### config.mk
export PLATFORM = sky130hd
export DESIGN_NAME = spi_tx
export DESIGN_NICKNAME = d
export VERILOG_FILES = /design/src/rtl/spi_tx.sv
export SDC_FILE = /design/constraint.sdc
export NUM_CORES = 1
export LEC_CHECK = 0
export CORE_MARGIN = 2
export CORE_UTILIZATION = 46
export DETAILED_ROUTE_END_ITERATION = 16
export PLACE_DENSITY = 0.76
export SLEW_MARGIN = 0
export SYNTH_ARGS = -nofsm -noshare
export SYNTH_HDL_FRONTEND = slang
export SYNTH_SLANG_ARGS = --single-unit
### constraint.sdc
create_clock -name clk -period 1.7 [get_ports clk]
set_input_delay 0.255 -clock clk [delete_from_list [all_inputs] [get_ports clk]]
set_output_delay 0.255 -clock clk [all_outputs]
set_load 0.05 [all_outputs]
### src/rtl/spi_tx.sv
// Serial word transmitter, MSB first, one bit per clk edge; pairs with spi_rx on the same clock.
// Define SPI_TX_BUF_EN to add a 1-entry holding buffer for gap-free back-to-back words.
module spi_tx #(
   parameter int WIDTH = 8
) (
   input  logic             clk,
   input  logic             rst,
   input  logic [WIDTH-1:0] byte_in,
   input  logic             load,
   output logic             ready,
   input  logic             abort,
   output logic             bit_out,
   output logic             active,
   output logic             done
);

   localparam int CW = $clog2(WIDTH);

   typedef enum logic {
      IDLE  = 1'b0,
      SHIFT = 1'b1
   } state_t;

   state_t           state;
   logic [WIDTH-1:0] shreg;
   logic [CW-1:0]    cnt;
   logic             start_en;
   logic [WIDTH-1:0] start_word;
   logic             last_bit;

   assign last_bit = (state == SHIFT) && (cnt == '0);

`ifdef SPI_TX_BUF_EN
   logic [WIDTH-1:0] hold;
   logic             hold_valid;

   assign ready = !hold_valid;

   // A word starts from idle, or straight after the final bit so consecutive words have no gap.
   always_comb begin
      start_en   = 1'b0;
      start_word = byte_in;
      if (state == IDLE) begin
         start_en = load;
      end else if (last_bit) begin
         if (hold_valid) begin
            start_en   = 1'b1;
            start_word = hold;
         end else begin
            start_en = load;
         end
      end
   end
`else
   assign ready = (state == IDLE);

   always_comb begin
      start_en   = (state == IDLE) && load;
      start_word = byte_in;
   end
`endif

   always_ff @(posedge clk) begin
      if (rst) begin
         state   <= IDLE;
         shreg   <= '0;
         cnt     <= '0;
         bit_out <= 1'b0;
         active  <= 1'b0;
         done    <= 1'b0;
`ifdef SPI_TX_BUF_EN
         hold       <= '0;
         hold_valid <= 1'b0;
`endif
      end else if (abort) begin
         state   <= IDLE;
         cnt     <= '0;
         bit_out <= 1'b0;
         active  <= 1'b0;
         done    <= 1'b0;
`ifdef SPI_TX_BUF_EN
         hold_valid <= 1'b0;
`endif
      end else begin
         done <= last_bit;
         if (start_en) begin
            bit_out <= start_word[WIDTH-1];
            shreg   <= start_word << 1;
            cnt     <= CW'(WIDTH - 1);
            active  <= 1'b1;
            state   <= SHIFT;
`ifdef SPI_TX_BUF_EN
            if (last_bit && hold_valid) hold_valid <= 1'b0;
`endif
         end else if (last_bit) begin
            bit_out <= 1'b0;
            active  <= 1'b0;
            state   <= IDLE;
         end else if (state == SHIFT) begin
            bit_out <= shreg[WIDTH-1];
            shreg   <= shreg << 1;
            cnt     <= cnt - 1'b1;
`ifdef SPI_TX_BUF_EN
            if (load && ready) begin
               hold       <= byte_in;
               hold_valid <= 1'b1;
            end
`endif
         end
      end
   end

endmodule

---- Word level (Yosys, flattened, before mapping) ----
Cells that the tools add are included.
word-level totals
  register bits after elaboration ......... 14
  input bits .............................. 12
  output and inout bits ................... 4
  word-level logic and storage cells ...... 29
operators by class
  $add $sub $neg .......................... 1
  equal/unequal tests ..................... 1
  multiplexer cells ....................... 11
  bitwise gates (word level) .............. 2
  reductions and logical operators ........ 9
operators with widths
  kind                                               count
  two-way mux 8 bit                                  3
  two-way mux 3 bit                                  3
  two-way mux 1 bit                                  5
  nonzero test 2 bit                                 2
  logical NOT 3 bit                                  1
  AND reduction 3 bit                                1
  nonzero test 3 bit                                 1
  subtractor 3 x 1 -> 3 bit (second input constant)  1
  logical AND 1 bit                                  2
  inequality test 2 bit (second input constant)      1
  NOT 1 bit                                          2
  AND reduction 2 bit                                1
  OR reduction 2 bit                                 1

---- Depth between registers and ports, before layout ----
Gate-level depths: netlist of the first run.
  word-level depth ........................ 4
  gate-level depth with buffers ........... 5
  gate-level depth less buffers ........... 5

---- Least setup slack after synthesis of the first run ----
No wires, ideal clock.
  path type ............................... flip-flop to flip-flop
  from .................................... register state
  to ...................................... register cnt[2]
  library setup time ...................... 0.121 ns
  arrival ................................. 1.400 ns
  required time ........................... 1.579 ns
  setup slack ............................. 0.179 ns
  cell stages (with the launch flop) ...... 6
  buffers on the path ..................... 2
  path through ............................ dfxtp_1 buf_6 and2b_2 buf_6 a311oi_1 nor2_1
on the way
  cells in the longest elaborated chain, start to end .. 4
  elaborated cells on any way between the ends .. 7
  classes of those cells .................. eq/ne: 1; mux: 1; bitwise: 1; reduce/logical: 4
ends and longest elaborated chain
  what                                                                          RTL line  RTL
  from (decl)                                                                   24        state_t state;
  from (signal assigned)                                                        65        state <= IDLE;
  from (signal assigned)                                                        76        state <= IDLE;
  from (signal assigned)                                                        91        state <= SHIFT;
  NOT 1 bit                                                                     58        start_en = (state == IDLE) && load;
  logical AND 1 bit                                                             58
  inequality test 2 bit (no line) / nonzero test 2 bit (equally long branches)  --
  AND reduction 2 bit (no line)                                                 --
  to (signal assigned)                                                          89        cnt <= CW'(WIDTH - 1);
  to (signal assigned)                                                          102       cnt <= cnt - 1'b1;
  to (decl)                                                                     26        logic [CW-1:0] cnt;
Parallel ways exist; a longest one is shown, timed or not.
A chain may end at the register's enable or synchronous reset.

---- Final worst setup path of the first run ----
  from .................................... register cnt[0]
  to ...................................... register shreg[7]
on the way
  cells in the longest elaborated chain, start to end .. 4
ends and longest elaborated chain
  what                             RTL line  RTL
  logical NOT 3 bit                31        assign last_bit = (state == SHIFT) && (cnt == '0);
  logical AND 1 bit                31
  inequality test 2 bit (no line)  --
  AND reduction 3 bit (no line)    --
  to (signal assigned)             88        shreg <= start_word << 1;
  to (signal assigned)             101       shreg <= shreg << 1;
  to (decl)                        25        logic [WIDTH-1:0] shreg;
No other way between the ends.

==> run_results.csv, run 1 <==
group,metric,value,unit
run_status,status,"completed",
cts,cts_tree,"yes",
timing,fin_crit,1.361,ns
logic_synthesis,synth-main-ff-cell,"dfxtp_1",
setup_path,critPathCaptureType,"flop",
global_routing,grtUsageTotal,16.78,%
setup_path,r2r-end,"shreg[7]$_SDFFE_PP0P_",
routing,first_pass_iters,4,
logic_synthesis,synth_seq_cells,13,
setup_path,r2r_start,"cnt[0]$_SDFFE_PP0P_",
cts,path_clk_slew,0.09,ns
cts,cts_hold_buf,0,
logic_synthesis,yosys-top-cells-count,"dfxtp_1, mux2i_1, o2bb2ai_1, inv_1",
setup_path,rrSetupSlack,0.34,ns
routing,drt_iter0_drc,12,
run,cap_violations,0,
timing,setup_viol,0,
placed_design,placed_cell_area,765.7,µm²
timing,worstMarginPinSlew,0.4996,ns
logic_synthesis,synthAdderAreaFrac,3.968,%
pwr,vdd_drop_max,0.3919,mV
timing,finalSetupTns,0,ns
setup_path,required,1.91,ns
cts,clockBufferDepth,2,
logic_synthesis,synthesis.area,630.6,µm²
logic_synthesis,yosys_warnings,0,
setup_path,r2r_cells,5,
hold_path,hp-class,"flop to flop",
logic_synthesis,avgSynthCellArea,10.69,µm²
floorplanning,num_rows,13,
logic_synthesis,synth-xor-area-share,0,%
logic_synthesis,synthDistinctLibCells,23,
timing,fin_skew,0.01241,ns
routing,routed_wl,1164,µm
routing,wl_per_cell,12.93,µm
logic_synthesis,ys_seq_area_share,41.27,%
logic_synthesis,synthCells,59,
routing,drc,0,
setup_path,cp_cell_sequence,"inv_1 -> ha_1 -> nand3b_2 -> a31oi_4 -> o2bb2ai_1",
logic_synthesis,synth_top_area_share,41.27,%
timing,slew_violations,0,
cts,cts_root_buf,"clkbuf_4",
placed_design,portBuffers,15,
logic_synthesis,synthTopCellsByArea,"dfxtp_1, mux2i_1, o2bb2ai_1",
routing,via_per_inst,5.200,
logic_synthesis,synth_most_common_cell,"dfxtp_1",
setup_path,cp.depth,5,
timing,whs,0.4651,ns
timing,finalWorstSetupSlack,0.3387,ns
logic_synthesis,synthSimpleGateAreaFrac,14.29,%
placed_design,post-dp-hpwl,827.4,µm
cts,insertion_delay,0.29,ns
routing,ant_nets,0,
finish,syn_to_final_growth,25.99,%
setup_path,slowest_delay,0.34,ns
pwr,power,0.6513,mW
logic_synthesis,synth_enable_flop_cells,0,
global_routing,grt_first_pass_wirelength,1725,µm
floorplanning,io_pins,16,
cts,numCtsBuffers,3,
setup_path,setup.worst_path.start,"cnt[0]$_SDFFE_PP0P_",
finish,antennaDiodeCount,0,
logic_synthesis,synth-compound-area-share,22.02,%
floorplanning,core,1285,µm²
floorplanning,die_width,41.03,µm
global_routing,grt_max_degree,11,
floorplanning,fp.dieArea,1683,µm²
setup_path,cp.arrival,1.57,ns
setup_path,worstSetupPathType,"flop to flop",
setup_path,critPathSlowestCell,"dfxtp_1",
floorplanning,initial_utilization,49.08,%
pwr,p_per_area,819.8,nW/µm²
finish,final_nets,90,
floorplanning,die_h,41.03,µm
logic_synthesis,synthesis.nets,73,
routing,vias,468,
logic_synthesis,synth_top_family_by_area,"compound AO/OA/AOI/OAI gates",
global_routing,grt_overflow,0,
placed_design,globalplace.congestion,0.7602,
placed_design,dp_slack,0.1622,ns
timing,period_share,80.07,%
setup_path,worstPathMaxFanout,6,
global_routing,grt_pass1_vias,401,
timing,grt_setup_unrepaired,"no",
cts,cts_setup_buffers,0,
cts,htree_levels,1,
logic_synthesis,synthArstFlopShare,0,%
setup_path,worst_setup_path_start_kind,"flop",
finish,final_area,794.5,µm²
logic_synthesis,muxShareOfSynthArea,11.31,%
setup_path,critical_path.endpoint,"shreg[7]$_SDFFE_PP0P_",
cts,numClockSinks,13,
logic_synthesis,yosysTopAreaCell,"dfxtp_1",
pwr,p_leak,0.3310,nW
timing,clock.fmax,734.6,MHz
global_routing,antenna_found_initial,0,
setup_path,critPathTopFamily,"compound AO/OA/AOI/OAI gates",
finish,fill_cells,115,
timing,report.final.hold_viol_count,0,
setup_path,crit_buf_inv,1,
timing,max_slew_margin,66.64,%
finish,drive_above_1_share,16.00,%
[what timing repair did]
action                                  in CTS  in global routing
endpoints found under the setup margin       0                  1
endpoints found under the hold margin        0                  0
gates resized for setup                      0                  1
[flip-flops by register name, indices dropped and copies added (netlist names)]
register / count
cnt: 3
done: 1
bit_out: 1
state: 1
shreg: 7
[kinds of logic (layout without fill, tap and decap cells)]
family	Yosys count	count (layout)
multiplexers	7	7
adder cells (fa/ha/maj)	2	2
flip-flops	13	13
buffers and inverters	8	24
AO/OA/AOI/OAI	16	16
AND/OR/NAND/NOR	13	13
[metal layers]
metal | global-route usage (%) | up-vias | part of all wire, %
met5 | 0 | - | 0
met4 | 12.50 | 0 | 2.9
met3 | 6.522 | 5 | 5.3
met2 | 22.66 | 10 | 42
met1 | 21.05 | 209 | 49
li1 | - | 244 | -
[through the flow]
stage,utilization [%],cells
2_1_floorplan,-,59
6_report,61.83,90
4_1_cts,61.64,90
3_3_place_gp,59.59,86
3_5_place_dp,59.59,86
5_1_grt,61.83,90
[cells in the final DEF, fill, tap and decap left out]
cell type	netlist	final
or2_4	1	1
a21boi_0	1	1
clkbuf_4	0	3
ha_1	2	2
o2bb2ai_1	6	6
nand3_1	2	2
mux2_2	1	1
a311oi_1	3	3
or2_0	1	1
nor2_1	3	3
dfxtp_1	13	13
nand2b_1	1	1
inv_1	5	5
and2b_2	1	1
clkbuf_1	1	1
nand2_1	2	2
a31oi_4	1	1
dlymetal6s2s_1	0	1
mux2i_1	6	6
a21oi_1	3	3
nand3b_4	1	1
a31oi_1	1	1
clkdlybuf4s50_1	0	11
a21bo_1	1	1
nand3b_2	1	1
buf_4	0	3
[worst min path at each step]
stage	startpoint	endpoint	depth (start not counted)
2_1_floorplan	rst	shreg[1]$_SDFFE_PP0P_	1
3_3_place_gp	shreg[6]$_SDFFE_PP0P_	shreg[6]$_SDFFE_PP0P_	1
3_5_place_dp	shreg[2]$_SDFFE_PP0P_	shreg[2]$_SDFFE_PP0P_	1
4_1_cts	shreg[6]$_SDFFE_PP0P_	shreg[6]$_SDFFE_PP0P_	1
5_1_grt	shreg[4]$_SDFFE_PP0P_	shreg[4]$_SDFFE_PP0P_	1
6_report	shreg[6]$_SDFFE_PP0P_	shreg[6]$_SDFFE_PP0P_	1
[layout make-up]
type	count	area [µm²]	share of cell area, %
Inverter	5	18.77	2.362
Tap cell	15	18.77	2.362
Timing Repair Buffer	15	145.1	18.27
Multi-Input combinational cell	38	325.3	40.94
Sequential cell	13	260.3	32.76
Clock buffer	4	26.28	3.307
[report_power, final]
part | leakage, nW | switching, mW | internal (mW)
Sequential | 0.106 | 0.0107 | 0.318
Combinational | 0.210 | 0.0588 | 0.0609
Clock | 0.0150 | 0.111 | 0.0914
Total | 0.331 | 0.181 | 0.470
(Power assumes the default switching activity.)
==> run 2, diff against run 1 <==
==> constraint.sdc (replaced) <==
create_clock -name clk -period 1.3 [get_ports clk]
set_input_delay 0.195 -clock clk [delete_from_list [all_inputs] [get_ports clk]]
set_output_delay 0.195 -clock clk [all_outputs]
set_load 0.05 [all_outputs]
==> run_results.csv, run 2 (synthesis gave the netlist of run 1 again) <==
group,metric,value,unit
timing,clock.fmax,846.7,MHz
global_routing,met1_usage,23.76,%
global_routing,grtUsageMet3,4.891,%
cts,numCtsBuffers,3,
setup_path,slowest_delay,0.34,ns
global_routing,gr-usage-met2,27.73,%
setup_path,worst_setup_path_start_kind,"flop",
setup_path,crit_buf_inv,1,
placed_design,dp_slack,-0.1325,ns
pwr,p_leak,0.3678,nW
global_routing,grt_overflow,0,
cts,insertion_delay,0.27,ns
finish,drive_above_1_share,25.93,%
timing,grt_setup_unrepaired,"no",
global_routing,antenna_found_initial,0,
cts,path_clk_slew,0.08,ns
setup_path,cp_cell_sequence,"inv_1 -> ha_4 -> nand3b_4 -> a31oi_4 -> o2bb2ai_1",
setup_path,worstSetupPathType,"flop to flop",
setup_path,cp.arrival,1.39,ns
placed_design,post-dp-hpwl,942.5,µm
floorplanning,die_h,41.03,µm
timing,whs,0.4686,ns
placed_design,placed_cell_area,862.1,µm²
cts,numClockSinks,13,
setup_path,worstPathMaxFanout,6,
cts,cts_hold_buf,0,
routing,via_per_inst,5.219,
setup_path,critPathSlowestCell,"dfxtp_1",
timing,report.final.hold_viol_count,0,
finish,final_nets,96,
cts,cts_setup_buffers,0,
floorplanning,initial_utilization,49.08,%
global_routing,grt_pass1_vias,477,
timing,max_slew_margin,78.38,%
timing,finalSetupTns,0,ns
routing,routed_wl,1231,µm
routing,drc,0,
finish,antennaDiodeCount,0,
hold_path,hp-class,"flop to flop",
timing,period_share,90.86,%
timing,finalWorstSetupSlack,0.1189,ns
timing,slew_violations,0,
finish,fill_cells,105,
timing,setup_viol,0,
finish,mostFrequentLayoutCell,"dfxtp_1",
finish,regMostFlops,"shreg",
global_routing,grtUsageTotal,17.81,%
pwr,vdd_drop_max,0.6394,mV
cts,cts_tree,"yes",
routing,drt_iter0_drc,5,
floorplanning,num_rows,13,
pwr,p_per_area,965.9,nW/µm²
setup_path,critPathCaptureType,"flop",
timing,worstMarginPinSlew,0.3244,ns
setup_path,critPathTopFamily,"compound AO/OA/AOI/OAI gates",
floorplanning,io_pins,16,
cts,htree_levels,1,
cts,clockBufferDepth,2,
placed_design,portBuffers,15,
routing,first_pass_iters,4,
cts,cts_root_buf,"clkbuf_4",
floorplanning,fp.dieArea,1683,µm²
finish,syn_to_final_growth,44.25,%
run,cap_violations,0,
floorplanning,die_width,41.03,µm
routing,vias,501,
timing,fin_skew,0.0002290,ns
run_status,status,"completed",
routing,ant_nets,0,
global_routing,grt_first_pass_wirelength,1952,µm
timing,fin_crit,1.181,ns
finish,final_area,909.6,µm²
global_routing,gr-max-usage-layer,"met2",
routing,wl_per_cell,12.82,µm
floorplanning,core,1285,µm²
setup_path,required,1.51,ns
placed_design,globalplace.congestion,0.7957,
global_routing,grt_max_degree,11,
finish,top_regs,"shreg x7, cnt x3",
finish,layout_common_cells,"dfxtp_1, clkdlybuf4s50_1, mux2i_1, o2bb2ai_1, buf_4",
finish,largest_register_ffs,7,
-- run 2: changes by cell type in the layout (fill, tap and decap cells not counted) --
cell / delta
ha_4: +1
buf_4: +3
buf_12: +4
nand3b_4: +1
dlymetal6s2s_1: -1
nand3b_2: -1
dfxtp_1: -1
ha_1: -1
dfxtp_4: +1
-- run 2: timing repair --
action / CTS / global route
resized for setup: 0 / 3
endpoints found under the hold margin: 0 / 0
endpoints found under the setup margin: 0 / 8
-- run 2: power breakdown --
part / switching [mW] / total [mW] / internal [mW]
sequential: 0.0168 / 0.432 / 0.415
clock: 0.134 / 0.253 / 0.119
combinational: 0.0850 / 0.194 / 0.109
-- run 2: metal layers --
layer | vias to the layer above | wire length, µm
li1 | 258 | -
met1 | 234 | 618
met2 | 9 | 573
met3 | 0 | 38
met4 | 0 | 0
met5 | - | 0
-- run 2: worst paths after layout --
check,endpoint,cells after the start,slack (ns),from
min reg2reg,shreg[4]$_SDFFE_PP0P_,1,0.47,shreg[4]$_SDFFE_PP0P_
min,shreg[4]$_SDFFE_PP0P_,1,0.47,shreg[4]$_SDFFE_PP0P_
max reg2reg,shreg[5]$_SDFFE_PP0P_,5,0.12,cnt[0]$_SDFFE_PP0P_
max,shreg[5]$_SDFFE_PP0P_,5,0.12,cnt[0]$_SDFFE_PP0P_
-- run 2: layout make-up --
class / instances / area [µm²] / area share (%)
multi-input combinational: 38 / 346.6 / 38.10
sequential: 13 / 264.0 / 29.02
timing repair buffer: 21 / 235.2 / 25.86
clock buffer: 4 / 26.28 / 2.889
inverter: 5 / 18.77 / 2.063
tap: 15 / 18.77 / 2.063
-- run 2: through the flow --
step,utilization (%),power (mW),std cells
after floorplan,-,0.5438,59
after global placement,67.09,0.6213,92
after detailed placement,67.09,0.6254,92
after CTS,69.13,0.8748,96
after global routing,70.79,0.9230,96
final,70.79,0.8786,96
==> run 3, diff against run 2 <==
--- a/config.mk
+++ b/config.mk
@@ -8,6 +8,7 @@
 export CORE_MARGIN = 2
 export CORE_UTILIZATION = 46
 export DETAILED_ROUTE_END_ITERATION = 16
+export GPL_TIMING_DRIVEN = 0
 export PLACE_DENSITY = 0.76
 export SLEW_MARGIN = 0
 export SYNTH_ARGS = -nofsm -noshare
==> run_results.csv, run 3 (synthesis gave the netlist of run 1 again) <==
group,metric,value,unit
setup_path,critical_path.endpoint,"ready",
placed_design,placed_cell_area,803.3,µm²
cts,cts_hold_buf,0,
timing,fin_crit,1.270,ns
routing,drt_iter0_drc,2,
global_routing,grtUsageTotal,16.37,%
placed_design,globalplace.congestion,0.7072,
run_status,status,"completed",
finish,syn_to_final_growth,36.71,%
setup_path,critPathSlowestCell,"dfxtp_4",
routing,via_per_inst,5.147,
finish,drive_above_1_share,27.50,%
placed_design,post-dp-hpwl,852.8,µm
cts,numCtsBuffers,3,
cts,insertion_delay,0.26,ns
global_routing,grt_first_pass_wirelength,1828,µm
finish,final_area,862.1,µm²
pwr,p_clk_share,28.1,%
routing,vias,489,
pwr,vdd_drop_max,0.8579,mV
run,cap_violations,0,
setup_path,slowest_delay,0.35,ns
timing,finalWorstSetupSlack,0.03033,ns
setup_path,crit_buf_inv,3,
setup_path,critPathCaptureType,"output port",
finish,largest_register_ffs,7,
setup_path,worstSetupPathType,"flop to output port",
timing,slew_violations,0,
pwr,power.switching,0.2214,mW
routing,routed_wl,1212,µm
timing,max_slew_margin,81.45,%
timing,finalSetupTns,0,ns
cts,numClockSinks,13,
floorplanning,num_rows,13,
pwr,p_leak,0.3564,nW
setup_path,setup.worst_path.start,"state$_SDFFE_PP0P_",
setup_path,worstPathMaxFanout,9,
setup_path,cp.arrival,1.07,ns
global_routing,antenna_found_initial,0,
finish,top_regs,"shreg x7, cnt x3",
timing,fin_skew,0.001885,ns
floorplanning,initial_utilization,49.08,%
setup_path,cp_cell_sequence,"buf_6 -> inv_1 -> buf_2",
timing,report.final.hold_viol_count,0,
pwr,p_comb_share,21.7,%
cts,cts_tree,"yes",
routing,drc,0,
pwr,swShare,26.04,%
global_routing,grt_pass1_vias,416,
pwr,p_per_area,986.0,nW/µm²
finish,finalNonFillerCells,95,
setup_path,r2r_start,"state$_SDFFE_PP0P_",
finish,regMostFlops,"shreg",
cts,cts_root_buf,"clkbuf_4",
timing,setup_viol,0,
setup_path,worst_setup_path_start_kind,"flop",
hold_path,hp-class,"primary input to flop",
setup_path,rrSetupSlack,0.06,ns
floorplanning,core,1285,µm²
setup_path,r2r_cells,4,
floorplanning,fp.dieArea,1683,µm²
placed_design,portBuffers,15,
cts,clockBufferDepth,2,
floorplanning,io_pins,16,
global_routing,grt_max_degree,10,
routing,first_pass_iters,2,
routing,ant_nets,0,
floorplanning,die_h,41.03,µm
setup_path,critPathTopFamily,"buffers and inverters",
floorplanning,die_width,41.03,µm
finish,mostFrequentLayoutCell,"dfxtp_1",
placed_design,dp_slack,-0.2858,ns
finish,final_nets,95,
cts,path_clk_slew,0.08,ns
finish,antennaDiodeCount,0,
global_routing,grt_overflow,0,
timing,worstMarginPinSlew,0.2795,ns
finish,layout_common_cells,"dfxtp_1, clkdlybuf4s50_1, mux2i_1",
timing,clock.fmax,787.6,MHz
routing,wl_per_cell,12.76,µm
setup_path,cp.depth,3,
pwr,p_int,0.6287,mW
setup_path,required,1.11,ns
setup_path,r2r-end,"shreg[4]$_SDFFE_PP0P_",
cts,htree_levels,1,
pwr,seq_power_share,50.1,%
timing,period_share,97.67,%
placed_design,placed_cells,89,
[run 3: worst min path at each step]
| stage | start | to | cells past startpoint |
|---|---|---|---|
| after detailed placement | shreg[7]$_SDFFE_PP0P_ | shreg[7]$_SDFFE_PP0P_ | 1 |
| after floorplan | rst | shreg[1]$_SDFFE_PP0P_ | 1 |
| after CTS | shreg[5]$_SDFFE_PP0P_ | shreg[5]$_SDFFE_PP0P_ | 1 |
| after global routing | rst | shreg[1]$_SDFFE_PP0P_ | 2 |
| after global placement | shreg[2]$_SDFFE_PP0P_ | shreg[2]$_SDFFE_PP0P_ | 1 |
| final | rst | shreg[1]$_SDFFE_PP0P_ | 2 |
[run 3: metrics by stage]
stage,total power [mW],hold slack [ns],util (%)
2_1_floorplan,0.5438,0.2644,-
3_3_place_gp,0.6036,0.4447,62.51
3_5_place_dp,0.6058,0.4523,62.51
4_1_cts,0.8502,0.4735,64.85
5_1_grt,0.8938,0.2218,67.09
6_report,0.8500,0.2093,67.09
[run 3: timing repair]
item                                    in CTS  in global routing
pin swaps                                    1                  1
endpoints found under the setup margin      10                 12
setup buffers                                0                  2
endpoints found under the hold margin        0                  0
resized for setup                           12                 10
[run 3: power groups by stage]
stage	Combinational (mW)	Sequential, mW	Clock [mW]
2_1_floorplan	0.101	0.443	0
3_3_place_gp	0.170	0.434	0
3_5_place_dp	0.171	0.435	0
4_1_cts	0.173	0.426	0.252
5_1_grt	0.200	0.429	0.265
6_report	0.185	0.426	0.239
[run 3: worst register-to-register path, stage by stage, from the launching register on]
cell and delay (ns):
dfxtp_4 0.35, buf_6 0.13, or2_4 0.29, a31oi_4 0.25
o2bb2ai_1 0.15
[run 3: area by class of cell]
| type | count | area (µm²) |
|---|---|---|
| tap | 15 | 18.77 |
| clock buffer | 4 | 26.28 |
| inverter | 5 | 18.77 |
| sequential | 13 | 264.0 |
| buffer | 3 | 27.53 |
| fill | 105 | 422.9 |
| multi-input combinational | 38 | 352.8 |
| timing repair buffer | 17 | 153.9 |
[run 3: per-layer routing]
layer | wire length [µm] | track usage, %
met5 | 0 | 0
met4 | 0 | 2.500
met3 | 45 | 4.891
met2 | 563 | 25.00
met1 | 603 | 22.85
